File: config.mk
export PLATFORM = sky130hd
export DESIGN_NAME = ps2_scancode_decoder
export DESIGN_NICKNAME = d
export VERILOG_FILES = /design/src/rtl/ps2_pkg.sv /design/src/rtl/ps2_set2_to_ascii.sv /design/src/rtl/ps2_scancode_decoder.sv
export SDC_FILE = /design/constraint.sdc
export NUM_CORES = 1
export LEC_CHECK = 0
export CAP_MARGIN = 25
export CELL_PAD_IN_SITES_DETAIL_PLACEMENT = 1
export CELL_PAD_IN_SITES_GLOBAL_PLACEMENT = 2
export CORE_UTILIZATION = 30
export DETAILED_ROUTE_END_ITERATION = 7
export PLACE_DENSITY_LB_ADDON = 0.1
export SYNTH_ARGS = -nofsm -noshare
export SYNTH_HDL_FRONTEND = slang
export SYNTH_SLANG_ARGS = --single-unit
File: constraint.sdc
create_clock -name clk -period 4.3 [get_ports clk]
set_input_delay 0.645 -clock clk [delete_from_list [all_inputs] [get_ports clk]]
set_output_delay 0.645 -clock clk [all_outputs]
set_load 0.005 [all_outputs]
File: src/rtl/ps2_pkg.sv
// ps2_pkg: shared decoder state type and PS/2 set-2 control byte constants
package ps2_pkg;
  typedef enum logic [1:0] {IDLE, BREAK, EXT, EXT_BREAK} ps2_state_t;
  localparam logic [7:0] SC_BREAK  = 8'hF0;
  localparam logic [7:0] SC_EXT    = 8'hE0;
  localparam logic [7:0] SC_ENTER  = 8'h5A;
  localparam logic [7:0] SC_SPACE  = 8'h29;
  localparam logic [7:0] SC_BAT    = 8'hAA;
  localparam logic [7:0] SC_ACK    = 8'hFA;
  localparam logic [7:0] SC_ECHO   = 8'hEE;
  localparam logic [7:0] SC_RESEND = 8'hFE;
endpackage

File: src/rtl/ps2_set2_to_ascii.sv
// ps2_set2_to_ascii: combinational set-2 make code to lowercase ASCII lookup
module ps2_set2_to_ascii
  import ps2_pkg::*;
#(
  parameter bit EMIT_SPACE = 1'b1
) (
  input  logic [7:0] code,
  output logic [7:0] ascii,
  output logic       hit
);
  always_comb begin
    ascii = 8'd0;
    hit   = 1'b1;
    case (code)
      8'h1C: ascii = "a";
      8'h32: ascii = "b";
      8'h21: ascii = "c";
      8'h23: ascii = "d";
      8'h24: ascii = "e";
      8'h2B: ascii = "f";
      8'h34: ascii = "g";
      8'h33: ascii = "h";
      8'h43: ascii = "i";
      8'h3B: ascii = "j";
      8'h42: ascii = "k";
      8'h4B: ascii = "l";
      8'h3A: ascii = "m";
      8'h31: ascii = "n";
      8'h44: ascii = "o";
      8'h4D: ascii = "p";
      8'h15: ascii = "q";
      8'h2D: ascii = "r";
      8'h1B: ascii = "s";
      8'h2C: ascii = "t";
      8'h3C: ascii = "u";
      8'h2A: ascii = "v";
      8'h1D: ascii = "w";
      8'h22: ascii = "x";
      8'h35: ascii = "y";
      8'h1A: ascii = "z";
      SC_SPACE: begin
        ascii = 8'd32;
        hit   = EMIT_SPACE;
      end
      default: hit = 1'b0;
    endcase
  end
endmodule

File: src/rtl/ps2_scancode_decoder.sv
// ps2_scancode_decoder: PS/2 set-2 byte stream to one-cycle ASCII/Enter strobes
// Tracks F0/E0 prefixes and the last held key for typematic suppression.
module ps2_scancode_decoder
  import ps2_pkg::*;
#(
  parameter bit SUPPRESS_REPEAT = 1'b1,
  parameter bit EMIT_SPACE      = 1'b1
) (
  input  logic       clk,
  input  logic       resetn,
  input  logic [7:0] scan_code,
  input  logic       scan_valid,
  output logic [7:0] char_out,
  output logic       char_valid,
  output logic       enter_pulse,
  output logic       busy
);
  ps2_state_t r_state, w_state_nxt;
  logic [7:0] r_held, w_held_nxt, w_char_nxt, w_ascii;
  logic       w_hit, w_cv_nxt, w_ep_nxt, w_ignored;

  ps2_set2_to_ascii #(.EMIT_SPACE(EMIT_SPACE)) u_lut (
    .code (scan_code),
    .ascii(w_ascii),
    .hit  (w_hit)
  );

  // Controller replies and idle bytes that never count as key makes
  assign w_ignored = scan_code inside {SC_BAT, SC_ACK, SC_ECHO, SC_RESEND, 8'h00, 8'hFF};

  always_comb begin
    w_state_nxt = r_state;
    w_held_nxt  = r_held;
    w_char_nxt  = char_out;
    w_cv_nxt    = 1'b0;
    w_ep_nxt    = 1'b0;
    if (scan_valid) begin
      case (r_state)
        IDLE: begin
          if (scan_code == SC_BREAK) w_state_nxt = BREAK;
          else if (scan_code == SC_EXT) w_state_nxt = EXT;
          else if (!w_ignored && !(SUPPRESS_REPEAT && scan_code == r_held)) begin
            if (w_hit) begin
              w_char_nxt = w_ascii;
              w_cv_nxt   = 1'b1;
              w_held_nxt = scan_code;
            end else if (scan_code == SC_ENTER) begin
              w_ep_nxt   = 1'b1;
              w_held_nxt = scan_code;
            end
          end
        end
        BREAK: begin
          w_state_nxt = IDLE;
          w_held_nxt  = (scan_code == r_held) ? 8'h00 : r_held;
        end
        EXT:     w_state_nxt = (scan_code == SC_BREAK) ? EXT_BREAK : IDLE;
        default: w_state_nxt = IDLE;
      endcase
    end
  end

  always_ff @(posedge clk or negedge resetn) begin
    if (!resetn) begin
      r_state     <= IDLE;
      r_held      <= 8'h00;
      char_out    <= 8'd32;
      char_valid  <= 1'b0;
      enter_pulse <= 1'b0;
    end else begin
      r_state     <= w_state_nxt;
      r_held      <= w_held_nxt;
      char_out    <= w_char_nxt;
      char_valid  <= w_cv_nxt;
      enter_pulse <= w_ep_nxt;
    end
  end

  assign busy = (r_state != IDLE);
endmodule
* Yosys cells after proc, flatten, opt, wreduce, memory -nomap -nowiden
Index checks and enable logic that the tools add are counted.
Storage, ports and cells: output and inout bits 11, flip-flop bits (word level) 20, input bits 11
Operators by class: equality and inequality tests 44, bitwise logic cells 2, mux-type cells 26, reduce and logical (&&, ||, !) cells 12
Operators with widths (number):
- $pmux 7 s27 | 1
- $eq 8x6->1 const B | 17
- $eq 8x8->1 const B | 7
- $eq 8x7->1 const B | 6
- $mux 8 | 6
- $eq 8x5->1 const B | 5
- $reduce_or 27->1 | 1
- $pmux 8 s2 | 1
- $mux 1 | 14
- $eq 8x8->1 | 1
- $logic_not 8->1 | 1
- $ne 2x2->1 const B | 4
- $reduce_and 7->1 | 1
- $mux 2 | 3
- $reduce_and 6->1 | 1
- $reduce_bool 6->1 | 1
- $pmux 2 s2 | 1
- $reduce_bool 2->1 | 2
- $ne 3x2->1 const B | 1
- $ne 3x3->1 const B | 1
- $eq 2x1->1 const B | 1
- $eq 2x2->1 const B | 1
- $logic_not 1->1 | 2
- $logic_not 2->1 | 1
- other kinds (3) | 4

* Depth between registers and ports, before layout
depth in word-level cells 9, gate-level depth with buffers 8, gate-level depth less buffers 6

* By module
From an unflattened synthesis, not the netlist that was laid out.
Unflattened totals: cells, all modules 189, area, all modules 1641.6 um2
By module, submodules not included:
- ps2_scancode_decoder | instances 1, seq. area each 501.7 um2, area each 1037.2 um2, cells an instance 99
- ps2_set2_to_ascii | instances 1, seq. area each 0.0 um2, area each 604.3 um2, cells an instance 90

* Least setup slack after synthesis
OpenSTA, ideal clock, no wires.
path type input -> register, start in scan_code[5], end reg char_out[0], setup slack 1.502 ns, arrival time 2.671 ns, library setup time 0.128 ns, stages on the path 8, data required time 4.172 ns, buffers on the path 2, path through buf_6 or4b_1 buf_2 or4_4 a21oi_4 nor4_4 a21oi_4 mux2_1
On the way: longest elaborated chain between the ends 5, elaborated cells between the ends (all ways) 46
Ends and longest elaborated chain:
- from (decl) | RTL line ps2_scancode_decoder.sv:11 | input logic [7:0] scan_code,
- parallel branches: the longest is 5 deep, another holds $reduce_or 27->1
- to (signal assigned) | RTL line ps2_scancode_decoder.sv:73 | char_out <= w_char_nxt;
- to (decl) | RTL line ps2_scancode_decoder.sv:13 | output logic [7:0] char_out,
Several ways; the timed one is not identified. A chain may end at the register's enable or synchronous reset.

* Worst setup path after layout
start in scan_code[2], end reg r_held[2]
On the way: longest elaborated chain between the ends 8, elaborated cells between the ends (all ways) 55
Ends and longest elaborated chain:
- $eq 8x5->1 (tied with other cells) | RTL line ps2_set2_to_ascii.sv:14 | case (code)
- $reduce_or 27->1 (no line)
- $mux 1 | RTL line ps2_set2_to_ascii.sv:14
- $mux 8 | RTL line ps2_scancode_decoder.sv:43 | if (w_hit) begin
- $mux 8 | RTL line ps2_scancode_decoder.sv:42 | else if (!w_ignored && !(SUPPRESS_REPEAT && scan_code == r_held)) begin
- $mux 8 | RTL line ps2_scancode_decoder.sv:41 | else if (scan_code == SC_EXT) w_state_nxt = EXT;
- $mux 8 | RTL line ps2_scancode_decoder.sv:40 | if (scan_code == SC_BREAK) w_state_nxt = BREAK;
- $pmux 8 s2 | RTL line ps2_scancode_decoder.sv:38 | case (r_state)
- to (signal assigned) | RTL line ps2_scancode_decoder.sv:72 | r_held <= w_held_nxt;
- to (decl) | RTL line ps2_scancode_decoder.sv:19 | logic [7:0] r_held, w_held_nxt, w_char_nxt, w_ascii;
Parallel ways exist; a longest one is shown, timed or not. The select of a mux whose other input is x is not followed.

==> results.json <==
{
  "status": "finished clean",
  "grt_antenna_before_repair": 0,
  "drt_iter0_markers": 113,
  "num_rows": 26,
  "p_comb_share_pct": 33.4,
  "max_slew.worst_pin.slew_ps": 879,
  "p_sw_uw": 171,
  "routabilityCongestion": 0.802,
  "hp-start": "char_out[3]",
  "p_leak_nw": 0.746,
  "htreeDepth": 1,
  "cts_resized": 0,
  "core_area_um2": 5140,
  "grt_max_degree": 22,
  "syn_nets": 198,
  "die_y_um": 75.3,
  "area_delta_synth_final_pct": 19.3,
  "synth-async-reset-ratio_pct": 100,
  "yosysWarnings": 0,
  "skew_ps": 1.25,
  "rr_startpoint": "r_held[2]",
  "place_hpwl_um": 3530,
  "seq_power_share_pct": 44.9,
  "fin_area_um2": 1920,
  "final.setup.worst_slack_ps": 764,
  "start_kind": "input port",
  "synth_edf_count": 0,
  "fmax_ghz": 0.283,
  "syn_area_um2": 1610,
  "total_power_uw": 558,
  "grt_usage_pct": 18.2,
  "yosysSeqAreaShare_pct": 29.6,
  "io_pins": 22,
  "vias_per_cell": 5.39,
  "power_density_nw_per_um2": 290,
  "whs_ps": 491,
  "wl_per_cell_um": 17.3,
  "rsz0062_at_grt": "false",
  "synth-seq-cells": 19,
  "crit_type": "in -> reg",
  "finalNonFillerCells": 272,
  "num_antenna_cells": 0,
  "clkTransAtPathRegs_ps": 70,
  "grt_pass1_vias": 1491,
  "p_sw_share_pct": 30.7,
  "p_clk_share_pct": 21.7,
  "drv_cap": 0,
  "io_buffers": 20,
  "die_width_um": 75.3,
  "cts_made_buffers": 3,
  "slew_headroom_pct": 41.2,
  "p_int_uw": 386,
  "synthesis.instances": 187,
  "fin_crit_sh_pct": 82.2,
  "ir_drop_mv": 0.200,
  "worstPathArrival_ps": 3700,
  "postCtsHoldBufs": 0,
  "critPathRequiredTime_ps": 4470,
  "dieArea_um2": 5660,
  "post_cts_buffers": 0,
  "vias": 1467,
  "synth_cell_type_count": 59,
  "clock_sinks": 19,
  "crit_fanout": 18,
  "grt-ovfl-total": 0,
  "finalHoldViolCount": 0,
  "initial_utilization_pct": 31.3,
  "tns_ps": 0,
  "drcViolationCount": 0,
  "placedCellCount": 268,
  "nets": 214,
  "cts_tree": "done",
  "grt_pass1_wl_um": 7720,
  "place_area_um2": 1880,
  "finalSetupViolCount": 0,
  "drtPass1Iterations": 4,
  "cts_max_path_buffers": 2,
  "finalWirelength_um": 4700,
  "drv_slew": 0,
  "end_kind": "register",
  "syn_avg_cell_area_um2": 8.61,
  "clockRootBuffer": "clkbuf_8",
  "post_route_cells_drive_above_1_share_pct": 8.91,
  "fin_crit_ps": 3540,
  "ant_nets": 0,
  "synthFlopType": "dfrtp_1",
  "hp-class": "reg -> reg",
  "clk_latency_ps": 250,
  "place_worst_setup_slack_ps": 515,
  "cp-startpoint": "scan_code[2]",
  "fin_util_pct": 37.4
}
## final timing paths
check	end	slack (ps)	depth (start not counted)
min in group asynchronous	char_valid	890	1
setup / recovery	r_held[2]	760	7
max in group asynchronous	r_held[5]	2870	1
setup reg to reg	r_held[2]	2360	6
hold reg to reg	char_out[3]	490	1
hold / removal	char_out[3]	490	1
## sequential cells by signal, summed over array words and instances (netlist names)
name / count
r_held: 8
char_out: 7
r_state: 2
char_valid: 1
enter_pulse: 1
## power groups by stage
stage	logic, mW	registers [mW]	clock network (mW)
final	0.186	0.250	0.121
after detailed placement	0.188	0.254	0
after global routing	0.206	0.257	0.136
after floorplan	0.113	0.251	0
after global placement	0.183	0.252	0
after CTS	0.189	0.250	0.124
## cells in the mapped netlist, drive strengths merged, types with 2 or more instances
master,n,area (µm²)
o21ai,5,25.0
nand2,18,67.6
mux2i,10,100
nor4b,4,35.0
clkbuf,8,30.0
nor2,8,30.0
a21oi,7,57.6
a211oi,4,35.0
buf,9,52.6
dfrtp,18,450
nand3,6,30.0
nor2b,2,12.5
nor4,3,33.8
a32oi,2,36.3
nand4,2,12.5
and2,2,12.5
a2bb2oi,2,17.5
nor3,7,35.0
nand2b,6,37.5
nor4bb,2,20.0
or4,2,18.8
xnor2,9,78.8
nand4b,2,17.5
o22ai,4,25.0
inv,13,48.8
or3,3,18.8
nand3b,3,22.5
mux2,3,33.8
## kinds of logic (layout without fill, tap and decap cells)
| kind of cell | Yosys count | in the layout | synth area share, % |
|---|---|---|---|
| AO/OA/AOI/OAI | 38 | 38 | 19.8 |
| XOR/XNOR | 10 | 10 | 5.44 |
| buffers and inverters | 30 | 45 | 8.16 |
| flip-flops | 19 | 19 | 29.6 |
| multiplexers | 13 | 13 | 8.31 |
| other | 1 | 1 | 0.233 |
| AND/OR/NAND/NOR | 76 | 76 | 28.4 |
## per-layer routing
metal / global-route usage, % / wire length [µm]
met1: 24.5 / 2220
met2: 30.9 / 2280
met4: 5.14 / 48
met3: 2.01 / 155
met5: 0 / 0
## area by class of cell
cell class	count	area (µm²)
Multi-Input combinational cell	138	1000
Sequential cell	19	477
Fill cell	622	3220
Tap cell	70	87.6
Inverter	13	48.8
Timing Repair Buffer	28	260
Clock buffer	4	45.0
## worst max-delay path: stages
cell	delay, ps
clkdlybuf4s50_1	960
nor4bb_1	200
and4_1	260
a2111oi_0	470
nand4b_1	390
a32oi_4	520
mux2i_1	250
## cell usage in the layout, fill, tap and decap left out, types with 2 or more instances in the layout
cell / synthesis / layout
a211oi_1: 3 / 3
a21oi_1: 5 / 5
a21oi_4: 2 / 2
a2bb2oi_1: 2 / 2
and2_1: 2 / 2
buf_4: 1 / 8
clkbuf_8: 0 / 3
clkdlybuf4s50_1: 0 / 20
dfrtp_1: 18 / 18
inv_1: 13 / 13
mux2_1: 3 / 3
mux2i_1: 10 / 10
nand2_1: 18 / 18
nand2b_1: 6 / 6
nand3_1: 6 / 6
nand3b_1: 3 / 3
nand4_1: 2 / 2
nand4b_1: 2 / 2
nor2_1: 8 / 8
nor2b_1: 2 / 2
nor3_1: 7 / 7
nor4_1: 2 / 2
nor4b_1: 4 / 4
nor4bb_1: 2 / 2
o21ai_0: 5 / 5
o22ai_1: 4 / 4
or3_1: 3 / 3
xnor2_1: 9 / 9
No activity file was read; power rests on OpenSTA's default activity.
